<file path="src/rtl/shift_sequencer.sv">
// shift_sequencer: two-requester, round-robin shift unit built around one
// shared left shifter and one shared right shifter. ASR and ROR take a
// second pass (FIX) through the shared shifters to merge in sign fill or
// wrapped-around bits.
// Optional feature: define SHIFT_SEQ_ZERO_BYPASS_EN to let mag=0 requests
// skip EXEC/FIX and respond directly from IDLE.

module leftshifter16bit (
    input  logic [15:0] in_i,
    input  logic [3:0]  sh_i,
    output logic [15:0] out_o
);
    assign out_o = in_i << sh_i;
endmodule

module rightshifter16bit (
    input  logic [15:0] in_i,
    input  logic [3:0]  sh_i,
    output logic [15:0] out_o
);
    assign out_o = in_i >> sh_i;
endmodule

module shift_sequencer (
    input  logic        clk,
    input  logic        rst_n,
    input  logic        req0_valid,
    output logic        req0_ready,
    input  logic [1:0]  req0_op,
    input  logic [15:0] req0_data,
    input  logic [3:0]  req0_mag,
    input  logic        req1_valid,
    output logic        req1_ready,
    input  logic [1:0]  req1_op,
    input  logic [15:0] req1_data,
    input  logic [3:0]  req1_mag,
    output logic        resp_valid,
    input  logic        resp_ready,
    output logic        resp_id,
    output logic [15:0] resp_data,
    output logic        resp_carry,
    output logic        busy
);
    typedef enum logic [1:0] {IDLE, EXEC, FIX, RESP} state_t;

    localparam logic [1:0] OP_LSL = 2'b00;
    localparam logic [1:0] OP_LSR = 2'b01;
    localparam logic [1:0] OP_ASR = 2'b10;

    state_t      state_q, state_d;
    logic        last_grant_q, last_grant_d;
    logic [1:0]  op_q, op_d;
    logic [15:0] data_q, data_d;
    logic [3:0]  mag_q, mag_d;
    logic        id_q, id_d;
    logic [15:0] res_q, res_d;
    logic        carry_q, carry_d;

    logic        gnt0, gnt1;
    logic [15:0] l_in, r_in, l_out, r_out;
    logic [3:0]  l_sh, r_sh;
    logic [3:0]  lsl_idx, rsh_idx;
    logic [15:0] ror_res;
    logic [1:0]  acc_op;
    logic [15:0] acc_data;
    logic [3:0]  acc_mag;

    leftshifter16bit u_lsh (.in_i(l_in), .sh_i(l_sh), .out_o(l_out));
    rightshifter16bit u_rsh (.in_i(r_in), .sh_i(r_sh), .out_o(r_out));

    // Round-robin grant; ready is only offered in IDLE and never while in reset.
    always_comb begin
        gnt0 = 1'b0;
        gnt1 = 1'b0;
        if (state_q == IDLE && rst_n) begin
            if (req0_valid && (!req1_valid || last_grant_q))
                gnt0 = 1'b1;
            else if (req1_valid)
                gnt1 = 1'b1;
        end
    end

    assign req0_ready = gnt0;
    assign req1_ready = gnt1;
    assign acc_op     = gnt1 ? req1_op   : req0_op;
    assign acc_data   = gnt1 ? req1_data : req0_data;
    assign acc_mag    = gnt1 ? req1_mag  : req0_mag;

    // Shared shifter feeds: first pass shifts the operand, FIX pass builds
    // the sign mask (right) or the wrapped part of a rotate (left, 16-mag).
    always_comb begin
        l_in = data_q;
        l_sh = mag_q;
        r_in = data_q;
        r_sh = mag_q;
        if (state_q == FIX) begin
            l_sh = 4'd0 - mag_q;
            r_in = 16'hFFFF;
        end
    end

    // Bit positions of the last bit shifted out (valid only for mag > 0).
    assign lsl_idx = 4'd0 - mag_q;
    assign rsh_idx = mag_q - 4'd1;
    assign ror_res = res_q | l_out;

    // Next-state and datapath update logic.
    always_comb begin
        state_d      = state_q;
        last_grant_d = last_grant_q;
        op_d         = op_q;
        data_d       = data_q;
        mag_d        = mag_q;
        id_d         = id_q;
        res_d        = res_q;
        carry_d      = carry_q;
        case (state_q)
            IDLE: begin
                if (gnt0 || gnt1) begin
                    op_d         = acc_op;
                    data_d       = acc_data;
                    mag_d        = acc_mag;
                    id_d         = gnt1;
                    last_grant_d = gnt1;
                    state_d      = EXEC;
`ifdef SHIFT_SEQ_ZERO_BYPASS_EN
                    if (acc_mag == 4'd0) begin
                        res_d   = acc_data;
                        carry_d = 1'b0;
                        state_d = RESP;
                    end
`endif
                end
            end
            EXEC: begin
                if (op_q == OP_LSL) begin
                    res_d   = l_out;
                    carry_d = (mag_q == 4'd0) ? 1'b0 : data_q[lsl_idx];
                    state_d = RESP;
                end else begin
                    res_d   = r_out;
                    carry_d = (mag_q == 4'd0) ? 1'b0 : data_q[rsh_idx];
                    state_d = (op_q == OP_LSR) ? RESP : FIX;
                end
            end
            FIX: begin
                if (op_q == OP_ASR) begin
                    res_d = res_q | (data_q[15] ? ~r_out : 16'h0000);
                end else begin
                    res_d   = ror_res;
                    carry_d = (mag_q == 4'd0) ? 1'b0 : ror_res[15];
                end
                state_d = RESP;
            end
            RESP: begin
                if (resp_ready)
                    state_d = IDLE;
            end
            default: state_d = IDLE;
        endcase
    end

    // State and datapath registers, all cleared by asynchronous reset.
    always_ff @(posedge clk or negedge rst_n) begin
        if (!rst_n) begin
            state_q      <= IDLE;
            last_grant_q <= 1'b1;
            op_q         <= 2'b00;
            data_q       <= 16'h0000;
            mag_q        <= 4'd0;
            id_q         <= 1'b0;
            res_q        <= 16'h0000;
            carry_q      <= 1'b0;
        end else begin
            state_q      <= state_d;
            last_grant_q <= last_grant_d;
            op_q         <= op_d;
            data_q       <= data_d;
            mag_q        <= mag_d;
            id_q         <= id_d;
            res_q        <= res_d;
            carry_q      <= carry_d;
        end
    end

    assign resp_valid = (state_q == RESP);
    assign busy       = (state_q != IDLE);
    assign resp_id    = id_q;
    assign resp_data  = res_q;
    assign resp_carry = carry_q;
endmodule

</file>
<file path="config.mk">
export PLATFORM = sky130hd
export DESIGN_NAME = shift_sequencer
export DESIGN_NICKNAME = d
export VERILOG_FILES = /design/src/rtl/shift_sequencer.sv
export SDC_FILE = /design/constraint.sdc
export NUM_CORES = 1
export LEC_CHECK = 0
export ABC_AREA = 1
export CORE_ASPECT_RATIO = 0.6
export CORE_MARGIN = 5
export CORE_UTILIZATION = 50
export DETAILED_ROUTE_END_ITERATION = 10
export GPL_TIMING_DRIVEN = 1
export PLACE_DENSITY_LB_ADDON = 0.3
export SYNTH_ARGS = -nofsm -noshare
export SYNTH_HDL_FRONTEND = slang
export SYNTH_SLANG_ARGS = --single-unit
</file>
<file path="constraint.sdc">
create_clock -name clk -period 6.5 [get_ports clk]
set_clock_uncertainty 0.2 [all_clocks]
set_input_delay 1.625 -clock clk [delete_from_list [all_inputs] [get_ports clk]]
set_output_delay 1.625 -clock clk [all_outputs]
set_load 0.1 [all_outputs]
</file>
== After elaboration in Yosys (flattened, before gate mapping) ==
Index checks and enable logic that the tools add are counted.
Storage, ports and cells
  latch bits: 0
  output and inout bits: 22
  RAM bits: 0
  bits of input ports: 49
  ROM bits: 0
  register bits after elaboration: 43
  memories: 0
  logic and storage cells: 67
Cells by class
  muxes and demuxes: 29
  $mul: 0
  order comparisons: 2
  equal/unequal tests: 8
  add/subtract/negate cells: 2
  divide/modulo/power cells: 0
  bitwise logic cells: 3
  reductions and logical operators: 13
  shifts and indexed selects: 2
Operators by type and width (number)
  $mux W16: 5
  $or A16 B16 Y16: 2
  $pmux W16 S2: 1
  $not A16 Y16: 1
  $shl A16 B4 Y16: 1
  $shr A16 B4 Y16: 1
  $mux W1: 14
  $lt A4 B5 Y1 const B: 2
  $bmux W1 S4: 2
  $mux W4: 2
  $pmux W2 S4: 1
  $eq A2 B2 Y1 const B: 3
  $mux W2: 3
  $reduce_and A2 Y1: 3
  $eq A2 B1 Y1 const B: 2
  $logic_not A2 Y1: 2
  $logic_not A4 Y1: 1
  $ne A2 B1 Y1 const B: 2
  $reduce_bool A2 Y1: 2
  $sub A1 B4 Y4 const A: 1
  $sub A4 B1 Y4 const B: 1
  $logic_and A1 B1 Y1: 2
  $logic_or A1 B1 Y1: 2
  $ne A2 B2 Y1 const B: 1
  2 further kinds: 2

== Longest topological paths before layout ==
  depth after elaboration: 8
  gate-level depth with buffers: 19
  mapped depth without buffers: 15

== Hierarchy ==
From an unflattened synthesis, not the netlist that was laid out.
Second synthesis, totals
  cells, all modules: 726
  area total of the unflattened synthesis: 4309.1 µm²
By module, submodules not included
  shift_sequencer: area an instance 2934.1 µm², instances 1, seq. area each 1077.3 µm², cells an instance 424
  leftshifter16bit: area an instance 691.9 µm², instances 1, seq. area each 0.0 µm², cells an instance 151
  rightshifter16bit: area an instance 683.2 µm², instances 1, seq. area each 0.0 µm², cells an instance 151

== Worst setup path after synthesis ==
OpenSTA, ideal clock, no wires.
  path type: input -> output
  start point: input port req1_valid
  end point: output port req0_ready
  arrival: 3.151 ns
  path slack: 1.524 ns
  stages on the path: 6
  cell sequence: inv_1 > or2_2 > nand4_1 > buf_2 > inv_1 > clkbuf_1
On the way
  word-level cells in the longest chain between the ends: 5
RTL lines
  start, declared: RTL line 32  | input logic req1_valid,
  $logic_not A1 Y1: RTL line 76  | if (req0_valid && (!req1_valid || last_grant_q))
  $logic_or A1 B1 Y1: RTL line 76
  $logic_and A1 B1 Y1: RTL line 76
  $mux W1: RTL line 76
  $mux W1: RTL line 75  | if (state_q == IDLE && rst_n) begin
  end, declared: RTL line 28  | output logic req0_ready,
Every way passes these cells.

== Final worst setup path ==
Same ends and word-level chain as after synthesis.

==> flow_summary.json <==
{
  "vias": 5082,
  "dr.pass1.iters": 6,
  "crit_start": "req1_valid",
  "crit_buf_inv": 5,
  "synthDominantCellAreaShare": 0.2968,
  "crit-reg2reg-launch": "mag_q[1]",
  "dp_cells": 854,
  "drt_iter0_markers": 740,
  "vias_per_cell": 5.896,
  "outcome": "completed",
  "die_h_um": 79.91,
  "synth_area_leaders": "nand2_1, dfrtp_1, nand3_1",
  "setup_tns_ns": 0,
  "die_x_um": 126.5,
  "cp.required_ns": 4.68,
  "synth_nets": 768,
  "path_class": "input pin to primary output",
  "finalNonFillerCells": 862,
  "cts_hold_buf": 0,
  "rsz0062_at_grt": "false",
  "cts_tree": "done",
  "port_buffers": 70,
  "endpoint": "req0_ready",
  "cts_buffers": 5,
  "clk_pin_slew_worst_paths_ns": 0.06,
  "grt_max_degree": 48,
  "worstMarginPinSlew_ns": 0.9782,
  "clock_sinks": 43,
  "yosys.area.top_type": "nand2_1",
  "start_util": 0.5146,
  "path_delay_family": "buffers and inverters",
  "min_from": "resp_id",
  "r2r_cells": 15,
  "antenna_cells": 0,
  "cts-root-buf": "clkbuf_16",
  "syn_inst": 712,
  "rows": 25,
  "final-hold-violation-count": 0,
  "drive_gt1_frac": 0.03979,
  "cts_resized": 0,
  "fmax_mhz": 190.9,
  "cts_setup_buffers": 0,
  "route.final.wire_length_mm": 14.24,
  "crit_slowest_cell": "clkdlybuf4s50_1",
  "clock_path_buffers": 2,
  "yosysWarnings": 0,
  "crit_fanout": 23,
  "fillers": 769,
  "layout.cells.most_common_list": "nand2_1, nand3_1, clkdlybuf4s50_1",
  "core_region_area_um2": 7914,
  "ioPinCount": 71,
  "ant_nets": 0,
  "crit_cells": 7,
  "r2r_slack_ns": 3.12,
  "syn_area_per_cell_um2": 5.720,
  "area_delta_synth_final_pct": 19.69,
  "cp.arrival_ns": 3.41,
  "insertion_delay_ns": 0.29,
  "fin_nets": 809,
  "dieArea_um2": 10110,
  "setup_viol": 0,
  "htreeDepth": 2,
  "syn_area_um2": 4073,
  "crit_chain": "clkdlybuf4s50_1, inv_1, or2_2, nand4_1, buf_4, inv_1, buf_12",
  "critPathMostFrequentCell": "inv_1",
  "finalMaxSlewViolations": 0,
  "wl_per_cell_um": 16.52,
  "place_congestion": 0.9960,
  "end_kind": "primary output",
  "grt_pass1_wl_mm": 23.84,
  "r2r-end": "resp_data[12]",
  "start_kind": "input pin",
  "grt_pass1_vias": 4794,
  "ys_types": 28,
  "ys_seq_area_frac": 0.2645,
  "drc": 0,
  "slowest_delay_ns": 0.45,
  "layout_min_cycle_time_ns": 5.239,
  "finalCritPeriodShare": 0.8061,
  "overflow": 0,
  "drv_cap": 0,
  "antenna_found_initial": 0,
  "post-dp-hpwl_mm": 10.73,
  "synth_seq_cells": 43,
  "slew-limit-headroom": 0.3458,
  "grt.total_usage": 0.2907,
  "layout_commonest_cell": "nand2_1",
  "hp-class": "flop to flop"
}
-- layout make-up --
| class | instances | area [um^2] | share of cell area |
|---|---|---|---|
| Clock buffer | 6 | 128.9 | 0.02644 |
| Timing Repair Buffer | 75 | 753.2 | 0.1545 |
| Inverter | 33 | 123.9 | 0.02541 |
| Clock inverter | 2 | 12.51 | 0.002567 |
| Sequential cell | 43 | 1077 | 0.2210 |
| Tap cell | 108 | 135.1 | 0.02772 |
| Multi-Input combinational cell | 595 | 2644 | 0.5424 |
-- synth_stat cells (all sizes together) --
| master | n |
|---|---|
| a31oi | 1 |
| or2 | 1 |
| dfstp | 1 |
| o22ai | 2 |
| o21ai | 9 |
| buf | 27 |
| o211ai | 6 |
| ha | 7 |
| nand4 | 19 |
| and2 | 1 |
| a21oi | 10 |
| nand3 | 170 |
| clkbuf | 14 |
| inv | 32 |
| a21o | 1 |
| nor2 | 39 |
| nand2 | 329 |
| clkinv | 1 |
| dfrtp | 42 |
-- worst min-delay path by stage --
stage | end | slack, ns | depth (start not counted)
2_1_floorplan | data_q[0] | 0.30 | 2
3_3_place_gp | resp_id | 0.26 | 2
3_5_place_dp | resp_id | 0.27 | 2
4_1_cts | resp_id | 0.28 | 2
5_1_grt | resp_id | 0.30 | 2
6_report | resp_id | 0.28 | 2
-- logic make-up after synthesis --
logic type	share of synthesized area
fa+ha+maj	0.02150
flops	0.2645
simple gates	0.5859
buf+inv	0.08633
compound gates	0.04178
-- through the flow --
step	setup slack, ns	cell area (um^2)	hold WS (ns)	util
floorplan	1.524	4073	0.3013	-
global placement	1.354	4733	0.2578	0.5981
finish	1.261	4875	0.2799	0.6160
detailed placement	1.281	4733	0.2674	0.5981
global route	1.158	4875	0.2985	0.6160
CTS	1.281	4875	0.2820	0.6160
-- worst register-to-register path: stages, from the launching register on --
cell     delay, ns
dfrtp_1       0.76
inv_2         0.31
ha_1          0.63
inv_2         0.19
nand2_1       0.11
nand2_2       0.19
nand2_1       0.12
nand2_1       0.08
nand2_1       0.06
nand2_1       0.09
nand2_1       0.09
nand3_1       0.09
nand2_1       0.12
nand2_1       0.07
nor2_1        0.12
nor2_1        0.05
-- layer usage --
layer | track usage | share of wire | wire length (um) | up-vias
met5 | 0 | 0 | 0 | -
li1 | - | - | - | 2410
met1 | 0.4235 | 0.45 | 6459 | 2347
met2 | 0.4267 | 0.41 | 5904 | 303
met4 | 0.08244 | 0.014 | 193 | 0
met3 | 0.06751 | 0.12 | 1680 | 22
-- sequential cells by signal (all words and copies together) (netlist names) --
signal / flops
data_q: 16
resp_data: 16
mag_q: 4
op_q: 2
state_q: 2
last_grant_q: 1
resp_carry: 1
resp_id: 1
Power is left out: the tool's default activity adds up to more than one toggle a clock period on the data nets, which glitch-free logic cannot reach.
